`src/rtl/div_pkg.sv`:
```
// Shared types and constants for the sequential restoring divider.
// Default operand width, FSM state encoding and iteration-counter sizing.
package div_pkg;

  localparam int DIV_WIDTH = 32;

  // Counter must reach WIDTH-1; keep at least one bit for tiny widths.
  function automatic int cnt_width(input int w);
    return (w > 1) ? $clog2(w) : 1;
  endfunction

  localparam int DIV_CNT_W = cnt_width(DIV_WIDTH);

  typedef enum logic [1:0] {
    IDLE = 2'd0,
    CALC = 2'd1,
    DONE = 2'd2
  } state_t;

endpackage

```
`src/rtl/sub_nbit.sv`:
```
// N-bit ripple subtractor built from full-subtractor bit cells; purely combinational.
// diff = a - b - bin, bout set when the result went negative.
module sub_nbit #(
  parameter int N = 33
) (
  input  logic [N-1:0] a,
  input  logic [N-1:0] b,
  input  logic         bin,
  output logic [N-1:0] diff,
  output logic         bout
);

  logic [N:0] br;

  assign br[0] = bin;

  for (genvar i = 0; i < N; i++) begin : g_cell
    assign diff[i]  = a[i] ^ b[i] ^ br[i];
    assign br[i+1]  = (~a[i] & b[i]) | (~(a[i] ^ b[i]) & br[i]);
  end

  assign bout = br[N];

endmodule

```
`src/rtl/div_32bit_seq.sv`:
```
// Unsigned restoring divider, one trial subtraction per clock; latency WIDTH+1 edges (1 for /0).
// No backpressure: start is only honoured in IDLE, requests during CALC/DONE are dropped.
module div_32bit_seq
  import div_pkg::*;
#(
  parameter int WIDTH = DIV_WIDTH
) (
  input  logic             clk,
  input  logic             rst_n,
  input  logic             start,
  input  logic [WIDTH-1:0] dividend,
  input  logic [WIDTH-1:0] divisor,
  output logic             busy,
  output logic             done,
  output logic [WIDTH-1:0] quotient,
  output logic [WIDTH-1:0] remainder,
  output logic             div_by_zero,
  output logic             Z,
  output logic             N
);

  localparam int             CW   = cnt_width(WIDTH);
  localparam logic [CW-1:0]  LAST = CW'(WIDTH - 1);

  state_t           state;
  state_t           state_nxt;
  logic [CW-1:0]    cnt;
  logic [WIDTH-1:0] rem;
  logic [WIDTH-1:0] q;
  logic [WIDTH-1:0] dvs;
  logic [WIDTH:0]   shifted;
  logic [WIDTH:0]   trial;
  logic             borrow;
  logic             unused_trial_msb;

  // q starts as the dividend; its MSB shifts into the partial remainder each step.
  assign shifted = {rem, q[WIDTH-1]};

  sub_nbit #(
    .N (WIDTH + 1)
  ) u_sub (
    .a    (shifted),
    .b    ({1'b0, dvs}),
    .bin  (1'b0),
    .diff (trial),
    .bout (borrow)
  );

  // When there is no borrow the top bit of the difference is always zero.
  assign unused_trial_msb = trial[WIDTH];

  assign busy = (state == CALC);

  always_comb begin
    state_nxt = state;
    case (state)
      IDLE: begin
        if (start) begin
          state_nxt = (divisor == '0) ? DONE : CALC;
        end
      end
      CALC: begin
        if (cnt == LAST) begin
          state_nxt = DONE;
        end
      end
      DONE:    state_nxt = IDLE;
      default: state_nxt = IDLE;
    endcase
  end

  always_ff @(posedge clk or negedge rst_n) begin
    if (!rst_n) begin
      state       <= IDLE;
      cnt         <= '0;
      rem         <= '0;
      q           <= '0;
      dvs         <= '0;
      done        <= 1'b0;
      quotient    <= '0;
      remainder   <= '0;
      div_by_zero <= 1'b0;
      Z           <= 1'b0;
      N           <= 1'b0;
    end else begin
      state <= state_nxt;
      done  <= 1'b0;
      case (state)
        IDLE: begin
          if (start) begin
            q           <= dividend;
            dvs         <= divisor;
            rem         <= '0;
            cnt         <= '0;
            div_by_zero <= 1'b0;
          end
        end
        CALC: begin
          rem <= borrow ? shifted[WIDTH-1:0] : trial[WIDTH-1:0];
          q   <= {q[WIDTH-2:0], ~borrow};
          cnt <= cnt + 1'b1;
        end
        DONE: begin
          done <= 1'b1;
          if (dvs == '0) begin
            // q was never shifted, so it still holds the captured dividend.
            quotient    <= '1;
            remainder   <= q;
            div_by_zero <= 1'b1;
            Z           <= 1'b0;
            N           <= 1'b1;
          end else begin
            quotient  <= q;
            remainder <= rem;
            Z         <= (q == '0);
            N         <= (q != '0) & q[WIDTH-1];
          end
        end
        default: ;
      endcase
    end
  end

endmodule

```
`config.mk`:
```
export PLATFORM = sky130hd
export DESIGN_NAME = div_32bit_seq
export DESIGN_NICKNAME = d
export VERILOG_FILES = /design/src/rtl/div_pkg.sv /design/src/rtl/sub_nbit.sv /design/src/rtl/div_32bit_seq.sv
export SDC_FILE = /design/constraint.sdc
export NUM_CORES = 1
export LEC_CHECK = 0
export ABC_AREA = 1
export BUFFER_PORTS_ARGS = -buffer_cell sky130_fd_sc_hd__buf_2
export CAP_MARGIN = 20
export CORE_MARGIN = 1
export CORE_UTILIZATION = 57
export CTS_CLUSTER_DIAMETER = 200
export DETAILED_ROUTE_END_ITERATION = 16
export GPL_TIMING_DRIVEN = 0
export HOLD_SLACK_MARGIN = 0.08
export MAX_ROUTING_LAYER = met4
export PLACE_DENSITY = 0.8
export SKIP_CTS_REPAIR_TIMING = 1
export SLEW_MARGIN = 0
export SYNTH_ARGS = -nofsm -noshare
export SYNTH_HDL_FRONTEND = slang
export SYNTH_HIERARCHICAL = 1
export SYNTH_SLANG_ARGS = --single-unit
```
`constraint.sdc`:
```
create_clock -name clk -period 16.95 [get_ports clk]
set_input_delay 0 -clock clk [delete_from_list [all_inputs] [get_ports clk]]
set_output_delay 0 -clock clk [all_outputs]
set_load 0.1 [all_outputs]
```
==> results.tsv <==
metric	value	unit
Synth Instances	974	
final setup margin	2.63	ns
clock transition at the registers of the reported paths	0.07	ns
Initial Util	58.4	%
wire per inst	17.0	µm
DR DRC count	0	
RSZ-0062 raised after global routing	false	
Crit. End Element	flip-flop	
die width	124	µm
DIE AREA	0.0154	mm²
largest fanout on the critical path	10	
gp weighted congestion	0.872	
Remaining Overflow, GRT	0	
Yosys warnings	6	
Synth Cell Area	0.00849	mm²
outcome	complete, no violations	
CTS Buf Count	17	
crit path launch	q[31]	
I/O pins	136	
Buf+Inv Stages, Crit Path	5	
post-synthesis simple-gate area fraction	15.4	%
clock sinks	171	
initial antenna violation count	0	
Layout Skew	0.00678	ns
sequential element share of the synthesized area	50.4	%
Pins Over Slew Limit	0	
Fin Hold WS	0.0510	ns
max_cap viols	0	
Critical Path Start Type	flip-flop	
largest family of logic cells by synthesized area	compound AO/OA/AOI/OAI gates	
Final ANT Viol Nets	0	
Vias/cell	5.55	
TritonCTS clock tree	built	
GR peak layer	met2	
Relative slew margins	52.7	%
Setup TNS Final	0	ns
Layout fillers	1090	
Req. time, crit path	17.30	ns
Pre-antenna DRT Iters	5	
#FFs+latches synth	171	
largest net degree at the start of global routing	123	
Final Cycle Share	84.5	%
site row count	44	
Post-Synth XOR/XNOR Area	0.103	%
DPL Wire Length	15.9	mm
Hold Vio Cnt, Final	0	
worst skew pair latency	0.44	ns
Avg Cell Area, Syn	8.71	µm²
CP arrival	14.67	ns
Setup Viol. Count Final	0	
initial DRC count	781	
peak per-stage delay on the critical path	0.48	ns
Root Buffer	clkbuf_16	
Post-DP Area	0.00943	mm²
mux contribution to synthesized area	0	%
post-synth cell types	29	
most common cell after layout, fill and taps aside	nand2_1	
IO buf count	135	
Clock Tree Buf Depth	2	
met2 Resource Use GR	51.3	%
Final Cell Area	0.0107	mm²
total number of vias	7719	
Worst Max-Slew Pin Slew	0.710	ns
Synth Area in Compound Gates	15.5	%
Die Y	124	µm
final worst path period need	14.32	ns
area delta synth->final	26.1	%
Routed WL	23.7	mm
fin nets	1298	
Max Clk Rate	0.0699	GHz
htree depth	4	
pre-CTS setup slack	2.81	ns
M3 GR Usage	6.32	%
fraction of layout cells with a size suffix above 1	16.4	%
CP max-delay cell	dfrtp_1	
GR Layer Usage met1	44.0	%
most frequent cells in the layout	nand2_1 (184), dfrtp_1 (171), inv_1 (168)	
area share of fa/ha/maj cells after synthesis	8.08	%
Hold Crit Class	input pin to asynchronous set/reset pin	
first-pass GRT wire length	36.6	mm
core area	0.0145	mm²
Largest delay share family, worst path	adder cells	
overall global routing resource usage	32.9	%
Reg-to-Reg Start	q[31]	
vias in the first global route	7258	
CP dominant cell by count	fa_1	
CP Class	flip-flop to flip-flop	
n_diodes	0	
-- routing by layer --
layer / up-vias / routed length [µm] / share of wire (%)
met5: - / 0 / 0
met2: 347 / 11500 / 49
met1: 3738 / 10000 / 42
met4: 0 / 589 / 2.5
met3: 57 / 1540 / 6.5
li1: 3577 / - / -
-- through the flow --
stage | utilization, % | cells
after floorplan | - | 975
after global placement | 64.7 | 1294
after detailed placement | 64.9 | 1295
after CTS | 69.1 | 1326
after global routing | 73.6 | 1392
final | 73.6 | 1392
-- cells by family after synthesis --
group | Yosys count
AO/OA/AOI/OAI | 224
XOR/XNOR | 1
adder cells (fa/ha/maj) | 35
flip-flops | 171
buffers and inverters | 226
AND/OR/NAND/NOR | 316
other | 1
-- worst paths after layout --
check | to | slack (ns) | depth (start not counted)
hold / removal | quotient[13] | 0.05 | 2
setup reg to reg | rem[20] | 2.63 | 40
setup / recovery | rem[20] | 2.63 | 40
max in group asynchronous | rem[26] | 15.99 | 3
min in group clk | dvs[24] | 0.37 | 4
hold reg to reg | remainder[6] | 0.48 | 2
-- registers in the layout (all words and copies together) (netlist names) --
name / cells
quotient: 32
q: 32
state: 2
div_by_zero: 1
Z: 1
remainder: 32
done: 1
N: 1
cnt: 5
dvs: 32
rem: 32
-- cells in the mapped netlist, drive strengths merged --
cell type / number / area [µm²]
dfrtp: 171 / 4280
ha: 2 / 25.0
o21bai: 1 / 7.51
a22oi: 1 / 7.51
nand4: 16 / 100
nand3: 36 / 180
clkbuf: 31 / 116
fa: 33 / 661
a21oi: 27 / 135
o22ai: 58 / 363
a221oi: 6 / 65.1
a22o: 2 / 17.5
o211ai: 31 / 233
buf: 22 / 119
nor2: 78 / 315
o21ai: 98 / 490
inv: 173 / 652
xor2: 1 / 8.76
conb: 1 / 3.75
nand2: 186 / 708
-- layout make-up --
class,instances,area (µm²),area share [%]
plain buffers,53,235,2.20
clock buffers,24,492,4.60
clock inverters,7,113,1.05
inverters,173,652,6.09
multi-input cells,578,3320,31.1
flip-flops and latches,171,4280,40.0
well taps,184,230,2.15
repair buffers,202,1370,12.8
Power is left out: the tool's default activity adds up to more than one toggle a clock period on the data nets, which glitch-free logic cannot reach.
